**config.mk**
```make
export PLATFORM = sky130hd
export DESIGN_NAME = sample_hex_formatter_flat
export DESIGN_NICKNAME = d
export VERILOG_FILES = /design/src/rtl/sample_hex_formatter_if.sv /design/src/rtl/sample_hex_formatter.sv /design/src/flat_wrapper.sv
export SDC_FILE = /design/constraint.sdc
export NUM_CORES = 1
export LEC_CHECK = 0
export BUFFER_PORTS_ARGS = -buffer_cell sky130_fd_sc_hd__buf_2
export CAP_MARGIN = 20
export CORE_MARGIN = 3
export CORE_UTILIZATION = 35
export CTS_CLUSTER_DIAMETER = 50
export DETAILED_ROUTE_END_ITERATION = 7
export PLACE_DENSITY = 0.64
export SKIP_LAST_GASP = 1
export SLEW_MARGIN = 20
export SYNTH_ARGS = -nofsm -noshare
export SYNTH_HDL_FRONTEND = slang
export SYNTH_SLANG_ARGS = --single-unit
```
**constraint.sdc**
```tcl
create_clock -name i_clk -period 2.8 [get_ports i_clk]
set_input_delay 0.42 -clock i_clk [delete_from_list [all_inputs] [get_ports i_clk]]
set_output_delay 0.42 -clock i_clk [all_outputs]
set_load 0.01 [all_outputs]
```
**src/rtl/sample_hex_formatter_if.sv**
```systemverilog
// Sample-in / ASCII-out handshake bundle for sample_hex_formatter.
//   i_sample       : 16-bit ADC conversion result
//   i_sample_valid : i_sample is valid
//   o_sample_ready : formatter can accept a sample
//   o_tx_data      : ASCII character offered to the UART TX
//   o_tx_valid     : o_tx_data is valid
//   i_tx_ready     : downstream accepts o_tx_data
//   o_busy         : a line is in progress
// slave  = formatter side, master = producer/consumer side.
interface sample_hex_formatter_if;
    logic [15:0] i_sample;
    logic        i_sample_valid;
    logic        o_sample_ready;
    logic [7:0]  o_tx_data;
    logic        o_tx_valid;
    logic        i_tx_ready;
    logic        o_busy;

    modport slave (
        input  i_sample, i_sample_valid, i_tx_ready,
        output o_sample_ready, o_tx_data, o_tx_valid, o_busy
    );

    modport master (
        output i_sample, i_sample_valid, i_tx_ready,
        input  o_sample_ready, o_tx_data, o_tx_valid, o_busy
    );
endinterface

```
**src/rtl/sample_hex_formatter.sv**
```systemverilog
// Formats one 16-bit ADC sample per line as uppercase ASCII hex for a UART TX:
//   ["0x"] d3 d2 d1 d0 [CR] LF
// Parameters:
//   PREFIX_EN : 1 = emit "0x" before the digits
//   EOL_CRLF  : 1 = end lines with CR LF, 0 = LF only
// Ports:
//   i_clk   : clock, rising edge
//   i_rst_n : synchronous active-low reset
//   bus     : sample_hex_formatter_if.slave (sample in, character out, busy)
//
// state | meaning
// IDLE  | waiting for a sample (ready after the first post-reset edge)
// SEND  | offering character idx_q of the latched sample's line
module sample_hex_formatter #(
    parameter bit PREFIX_EN = 1'b1,
    parameter bit EOL_CRLF  = 1'b1
) (
    input  logic                   i_clk,
    input  logic                   i_rst_n,
    sample_hex_formatter_if.slave  bus
);
    localparam int         PFX_LEN  = PREFIX_EN ? 2 : 0;
    localparam int         EOL_LEN  = EOL_CRLF ? 2 : 1;
    localparam int         LEN      = PFX_LEN + 4 + EOL_LEN;
    localparam logic [2:0] LAST_IDX = 3'(LEN - 1);

    typedef enum logic {IDLE, SEND} state_t;

    state_t      state_q;
    logic [2:0]  idx_q;
    logic [15:0] sample_q;
    logic [7:0]  tx_data_q;
    logic        tx_valid_q;
    logic        ready_q;
    logic        busy_q;
    logic [7:0]  next_char_d;

    function automatic logic [7:0] hex_char(input logic [3:0] nib);
        return {4'h0, nib} + ((nib < 4'd10) ? 8'h30 : 8'h37);
    endfunction

    // Character at line position idx for sample smp.
    function automatic logic [7:0] char_at(input logic [2:0] idx, input logic [15:0] smp);
        int         pos;
        int         dig;
        logic [7:0] c;
        pos = int'(idx);
        c   = 8'h0A;
        if (pos < PFX_LEN) begin
            c = (pos == 0) ? 8'h30 : 8'h78;
        end else if (pos < PFX_LEN + 4) begin
            dig = 3 - (pos - PFX_LEN);
            c   = hex_char(smp[4*dig +: 4]);
        end else if (EOL_CRLF && pos == PFX_LEN + 4) begin
            c = 8'h0D;
        end
        return c;
    endfunction

    assign next_char_d = char_at(idx_q + 3'd1, sample_q);

    always_ff @(posedge i_clk) begin
        if (!i_rst_n) begin
            state_q    <= IDLE;
            idx_q      <= 3'd0;
            tx_data_q  <= 8'h00;
            tx_valid_q <= 1'b0;
            ready_q    <= 1'b0;
            busy_q     <= 1'b0;
        end else begin
            case (state_q)
                IDLE: begin
                    if (ready_q && bus.i_sample_valid) begin
                        // First character comes straight from the input so it
                        // is on the bus one cycle after the accept.
                        sample_q   <= bus.i_sample;
                        idx_q      <= 3'd0;
                        tx_data_q  <= char_at(3'd0, bus.i_sample);
                        tx_valid_q <= 1'b1;
                        ready_q    <= 1'b0;
                        busy_q     <= 1'b1;
                        state_q    <= SEND;
                    end else begin
                        ready_q <= 1'b1;
                    end
                end
                SEND: begin
                    if (bus.i_tx_ready) begin
                        if (idx_q == LAST_IDX) begin
                            idx_q      <= 3'd0;
                            tx_data_q  <= 8'h00;
                            tx_valid_q <= 1'b0;
                            ready_q    <= 1'b1;
                            busy_q     <= 1'b0;
                            state_q    <= IDLE;
                        end else begin
                            idx_q     <= idx_q + 3'd1;
                            tx_data_q <= next_char_d;
                        end
                    end
                end
                default: state_q <= IDLE;
            endcase
        end
    end

    assign bus.o_sample_ready = ready_q;
    assign bus.o_tx_data      = tx_data_q;
    assign bus.o_tx_valid     = tx_valid_q;
    assign bus.o_busy         = busy_q;
endmodule

```
**src/flat_wrapper.sv**
```systemverilog
// flat-port wrapper written by rule: the top's interface ports become plain ports
module sample_hex_formatter_flat 
#(
    parameter bit PREFIX_EN = 1'b1,
    parameter bit EOL_CRLF  = 1'b1
)
  (i_clk, i_rst_n, bus_i_sample, bus_i_sample_valid, bus_i_tx_ready, bus_o_sample_ready, bus_o_tx_data, bus_o_tx_valid, bus_o_busy);
  sample_hex_formatter_if bus_i ();
  input  logic i_clk;
  input  logic i_rst_n;
  input wire logic [$bits(bus_i.i_sample)-1:0] bus_i_sample;
  input wire logic [$bits(bus_i.i_sample_valid)-1:0] bus_i_sample_valid;
  input wire logic [$bits(bus_i.i_tx_ready)-1:0] bus_i_tx_ready;
  output wire logic [$bits(bus_i.o_sample_ready)-1:0] bus_o_sample_ready;
  output wire logic [$bits(bus_i.o_tx_data)-1:0] bus_o_tx_data;
  output wire logic [$bits(bus_i.o_tx_valid)-1:0] bus_o_tx_valid;
  output wire logic [$bits(bus_i.o_busy)-1:0] bus_o_busy;
  assign bus_i.i_sample = bus_i_sample;
  assign bus_i.i_sample_valid = bus_i_sample_valid;
  assign bus_i.i_tx_ready = bus_i_tx_ready;
  assign bus_o_sample_ready = bus_i.o_sample_ready;
  assign bus_o_tx_data = bus_i.o_tx_data;
  assign bus_o_tx_valid = bus_i.o_tx_valid;
  assign bus_o_busy = bus_i.o_busy;
  sample_hex_formatter #(.PREFIX_EN(PREFIX_EN), .EOL_CRLF(EOL_CRLF)) u_core (.i_clk(i_clk), .i_rst_n(i_rst_n), .bus(bus_i));
endmodule
```
### Yosys cells after proc, flatten, opt, wreduce, memory -nomap -nowiden

Index checks and enable logic that the tools add are counted.

| storage, ports and cells | value |
|---|---|
| flip-flop bits (word level) | 30 |
| output and inout port bits | 11 |
| logic and storage cells | 51 |

| operators by class | value |
|---|---|
| add/subtract/negate cells | 4 |
| $lt $le $gt $ge | 3 |
| equality and inequality tests | 5 |
| shift operators | 1 |
| muxes and demuxes | 25 |
| bitwise operators | 1 |
| reduce and logical (&&, ||, !) cells | 6 |

Operators by type and width:

| operator | number |
|---|---|
| 8-bit two-way mux | 5 |
| 16-bit by 32-bit variable part select with 4-bit output | 1 |
| 3-bit by 30-bit subtractor with 30-bit output, first input constant | 1 |
| 8-bit case mux with 2 select lines | 1 |
| 3-bit two-way mux | 5 |
| 1-bit two-way mux | 9 |
| 4-bit by 8-bit adder with 8-bit output | 1 |
| 7-bit two-way mux | 1 |
| 1-bit case mux with 2 select lines | 3 |
| 3-bit case mux with 2 select lines | 1 |
| 3-bit AND reduction | 2 |
| 4-bit < comparator, second input constant | 1 |
| 2-bit != test, second input constant | 2 |
| 2-bit AND reduction | 2 |
| 3-bit by 2-bit subtractor with 4-bit output, second input constant | 1 |
| 3-bit by 1-bit adder with 3-bit output, second input constant | 1 |
| 3-bit by 2-bit equality test with 1-bit output, second input constant | 1 |
| 3-bit equality test, second input constant | 1 |
| 3-bit zero test | 1 |
| 3-bit by 2-bit < comparator with 1-bit output, second input constant | 1 |
| 3-bit < comparator, second input constant | 1 |
| 2-bit by 1-bit != test with 1-bit output, second input constant | 1 |
| 1-bit logical AND | 1 |
| 1-bit NOT | 1 |

### Longest topological paths before layout

| depth | value |
|---|---|
| depth after elaboration | 12 |
| gate-level depth with buffers | 13 |
| gate-level depth less buffers | 12 |

### Least setup slack after synthesis

No wires, ideal clock.

| timing | value |
|---|---|
| path type | register to register |
| start | register u_core.idx_q[0] |
| end | register u_core.tx_data_q[1] (netlist: u_core.bus.o_tx_data[1]) |
| setup time | 0.132 ns |
| arrival | 2.641 ns |
| data required time | 2.668 ns |
| path slack | 0.027 ns |
| cell stages (with the launch flop) | 13 |
| buffers on the path | 1 |
| cells stage by stage | dfxtp_1 > ha_1 > ha_1 > ha_1 > buf_2 > and2b_4 > nand2_1 > nor2_1 > ha_1 > fa_1 > o21ai_0 > or3_1 > a21oi_1 |

| on the way | value |
|---|---|
| cells in the longest elaborated chain, start to end | 12 |
| elaborated cells between the ends (all ways) | 17 |
| those cells by class | add/sub (4); order compare (3); eq/ne (2); shift (1); mux (7) |

Ends and longest elaborated chain:

| element | line | text |
|---|---|---|
| start, declared | sample_hex_formatter.sv:30 | `logic [2:0] idx_q;` |
| start signal, assigned | sample_hex_formatter.sv:97 | `idx_q <= idx_q + 3'd1;` |
| 3-bit by 1-bit adder with 3-bit output | sample_hex_formatter.sv:60 | `assign next_char_d = char_at(idx_q + 3'd1, sample_q);` |
| 3-bit by 2-bit subtractor with 4-bit output | sample_hex_formatter.sv:52 | `dig = 3 - (pos - PFX_LEN);` |
| 3-bit by 30-bit subtractor with 30-bit output | sample_hex_formatter.sv:52 |  |
| 16-bit by 32-bit variable part select with 4-bit output | sample_hex_formatter.sv:53 | `c = hex_char(smp[4*dig +: 4]);` |
| 4-bit < comparator | sample_hex_formatter.sv:39 | `return {4'h0, nib} + ((nib < 4'd10) ? 8'h30 : 8'h37);` |
| 3-bit two-way mux | sample_hex_formatter.sv:39 |  |
| 4-bit by 8-bit adder with 8-bit output | sample_hex_formatter.sv:39 |  |
| 8-bit two-way mux | sample_hex_formatter.sv:51 | `end else if (pos < PFX_LEN + 4) begin` |
| 8-bit two-way mux | sample_hex_formatter.sv:49 | `if (pos < PFX_LEN) begin` |
| 8-bit two-way mux (*) | sample_hex_formatter.sv:89 | `if (idx_q == LAST_IDX) begin` |
| 8-bit two-way mux (*) | sample_hex_formatter.sv:88 | `if (bus.i_tx_ready) begin` |
| 8-bit case mux with 2 select lines (*) | sample_hex_formatter.sv:71 | `case (state_q)` |
| end signal, assigned | sample_hex_formatter.sv:78 | `tx_data_q <= char_at(3'd0, bus.i_sample);` |
| end signal, assigned | sample_hex_formatter.sv:98 | `tx_data_q <= next_char_d;` |
| end, declared | sample_hex_formatter.sv:32 | `logic [7:0] tx_data_q;` |

Mark *: on every way between the ends. The rest lies on a longest branch, timed or not. The select of a mux whose other input is x is not followed.
A chain may end at the register's enable or synchronous reset.

### Worst setup path in the final report

Same ends and word-level chain as after synthesis.

==> results.tsv <==
metric	value	unit
status	complete, no violations	
CP top delay family	adder cells	
Final Hold Viols	0	
total power	993	µW
Ant. Diodes	0	
port bufs	29	
Buf/Inv on CP	1	
Mean Syn Cell Area	11.7	µm²
Crit path top cell by count	ha_2	
WL per Instance	12.8	µm
Max-cap violations	0	
Peak Freq	374	MHz
setup TNS	0	ps
unrepaired setup endpoints after global routing	true	
minimum clock period after layout	2670	ps
CP max stage delay	470	ps
die height	69.6	µm
routed vias	1037	
Slew Viols, Final	0	
post-detailed-routing wire length	2.67	mm
Post-Syn Instances	121	
met3 WL	212	µm
met1 WL	1.08	mm
YS warnings	0	
drt first pass iters	4	
die area	0.00485	mm²
Yosys reg bits	29	
Synth Cell Area	0.00142	mm²
LEAKAGE	0.000759	µW
Hold Path Class	in -> reg	
Area Overhead vs Synth	26.7	%
met2 wire length	1.34	mm
root buffer selected by CTS	clkbuf_8	
Post-DP Area	0.00165	mm²
PwrDens	553	mW/mm²
first-pass GRT wire length	4.77	mm
Starting Density	0.376	
Post-synth EDFFs	16	
r2r setup slk	130	ps
critical path class	reg -> reg	
vias in the first global route	1068	
Die X	69.6	µm
worst hold slack	313	ps
sequential-to-total area share from yosys stat	0.523	
Cell Chain, Critical Path	ha_2 -> ha_4 -> inv_1 -> ha_1 -> and2b_4 -> nand2_1 -> nor2_2 -> ha_2 -> fa_1 -> o21ai_0 -> or3_1 -> a21oi_1	
routability cong.	0.772	
PostCTS Resize Cnt	0	
synth unique cells	35	
Total GRT Usage	0.122	
Syn Nets	149	
postcts setup bufs	0	
DRC Markers	0	
IO Count	31	
largest net degree at the start of global routing	17	
nets	188	
Clock Skew	7.94	ps
Final Instance Area	0.00180	mm²
clk sinks	29	
Inserted Clock Buffers	5	
CTS tree	done	
DR iter-0 viols	35	
H-tree depth	2	
Clk Latency, worst-skew pair	280	ps
Post-synth top flop	edfxtp_1	
Worst setup EP type	flop	
Detailed Place HPWL	2.10	mm
layout cells sized above 1	0.373	
CP required	3000	ps
Setup Viol. Count Final	0	
top sig layer	met4	
crit start category	flop	
Rows	22	
CTS Buffer Depth	2	
cts hold-fix bufs	0	
VDD IR max	0.276	mV
CORE AREA	0.00377	mm²
Worst path slowest cell	fa_1	
number of vias per cell	4.96	
CTS clk-pin slew, worst paths	60	ps
asr flop ratio synth	0	
Antenna Nets Post-Route	0	
crit path max fanout	4	
total global routing overflow	0	
initial antenna violation count	0	
CP arrival	2880	ps
fin crit share	0.954	
-- worst paths after layout --
path	start	to	cells past startpoint
worst max-delay path	u_core.idx_q[0]	u_core.bus.o_tx_data[1]	12
worst min-delay path	bus_i_sample[11]	u_core.sample_q[11]	1
worst max register to register	u_core.idx_q[0]	u_core.bus.o_tx_data[1]	12
worst min register to register	u_core.bus.o_tx_data[0]	u_core.bus.o_tx_data[0]	2
-- metrics by stage --
stage	setup slack, ps	util	std cells
2_1_floorplan	27.0	-	121
3_3_place_gp	128	0.439	201
3_5_place_dp	34.6	0.439	201
4_1_cts	26.5	0.467	209
5_1_grt	-10.8	0.476	209
6_report	130	0.476	209
-- cells in the final DEF, fill, tap and decap left out, types with 2 or more instances in the layout --
| cell | count |
|---|---|
| a21o_1 | 2 |
| buf_4 | 10 |
| inv_1 | 4 |
| nor2_1 | 9 |
| o21ai_0 | 4 |
| edfxtp_1 | 16 |
| and2_1 | 3 |
| nand2_1 | 9 |
| buf_2 | 29 |
| dfxtp_1 | 12 |
| clkbuf_8 | 5 |
| a21oi_1 | 16 |
| ha_2 | 2 |
| ha_1 | 3 |
| a211oi_1 | 2 |
| nand3_1 | 6 |
| mux4_2 | 3 |
| ha_4 | 2 |
| nand3b_1 | 2 |
-- cell usage after synthesis, types with 2 or more instances --
| cell | n | area share |
|---|---|---|
| buf_2 | 2 | 0.0071 |
| ha_1 | 7 | 0.062 |
| inv_1 | 4 | 0.011 |
| a211oi_1 | 2 | 0.011 |
| a21o_1 | 2 | 0.011 |
| mux4_2 | 3 | 0.048 |
| and2_1 | 3 | 0.013 |
| o21ai_0 | 4 | 0.014 |
| edfxtp_1 | 16 | 0.34 |
| nor2_1 | 10 | 0.026 |
| dfxtp_1 | 13 | 0.18 |
| nand3b_1 | 2 | 0.011 |
| nand2_1 | 9 | 0.024 |
| buf_4 | 2 | 0.011 |
| nand3_1 | 6 | 0.021 |
| a21oi_1 | 16 | 0.056 |
| clkbuf_1 | 2 | 0.0053 |
-- registers in the layout, indices dropped and copies added, names as in the netlist --
signal	flops
u_core.bus.o_sample_ready	1
u_core.bus.o_tx_data	7
u_core.bus.o_tx_valid	1
u_core.idx_q	3
u_core.sample_q	16
u_core.state_q	1
-- routing by layer --
metal	up-vias	track usage
li1	518	-
met1	481	0.139
met2	31	0.207
met3	7	0.0493
met4	0	0.0447
met5	-	0
-- cell families (layout without fill, tap and decap cells) --
kind of cell | count (synthesis) | after routing | share of synthesized area
flops | 29 | 29 | 0.523
fa+ha+maj | 8 | 8 | 0.0759
other cells | 1 | 1 | 0.00265
compound gates | 31 | 31 | 0.136
mux | 4 | 4 | 0.0662
simple gates | 37 | 37 | 0.155
buf+inv | 11 | 51 | 0.0415
-- report_power, final --
group / switching [µW] / internal, µW
Combinational: 56.3 / 51.4
Clock: 146 / 263
Sequential: 9.07 / 467
Total: 211 / 782
-- final cells by class --
| type | count | area [µm²] |
|---|---|---|
| fillers | 347 | 1980 |
| flip-flops and latches | 29 | 742 |
| inverters | 4 | 15.0 |
| multi-input cells | 81 | 651 |
| clock buffers | 6 | 72.6 |
| well taps | 48 | 60.1 |
| repair buffers | 39 | 220 |
| clock inverters | 2 | 35.0 |
(Power assumes the default switching activity.)
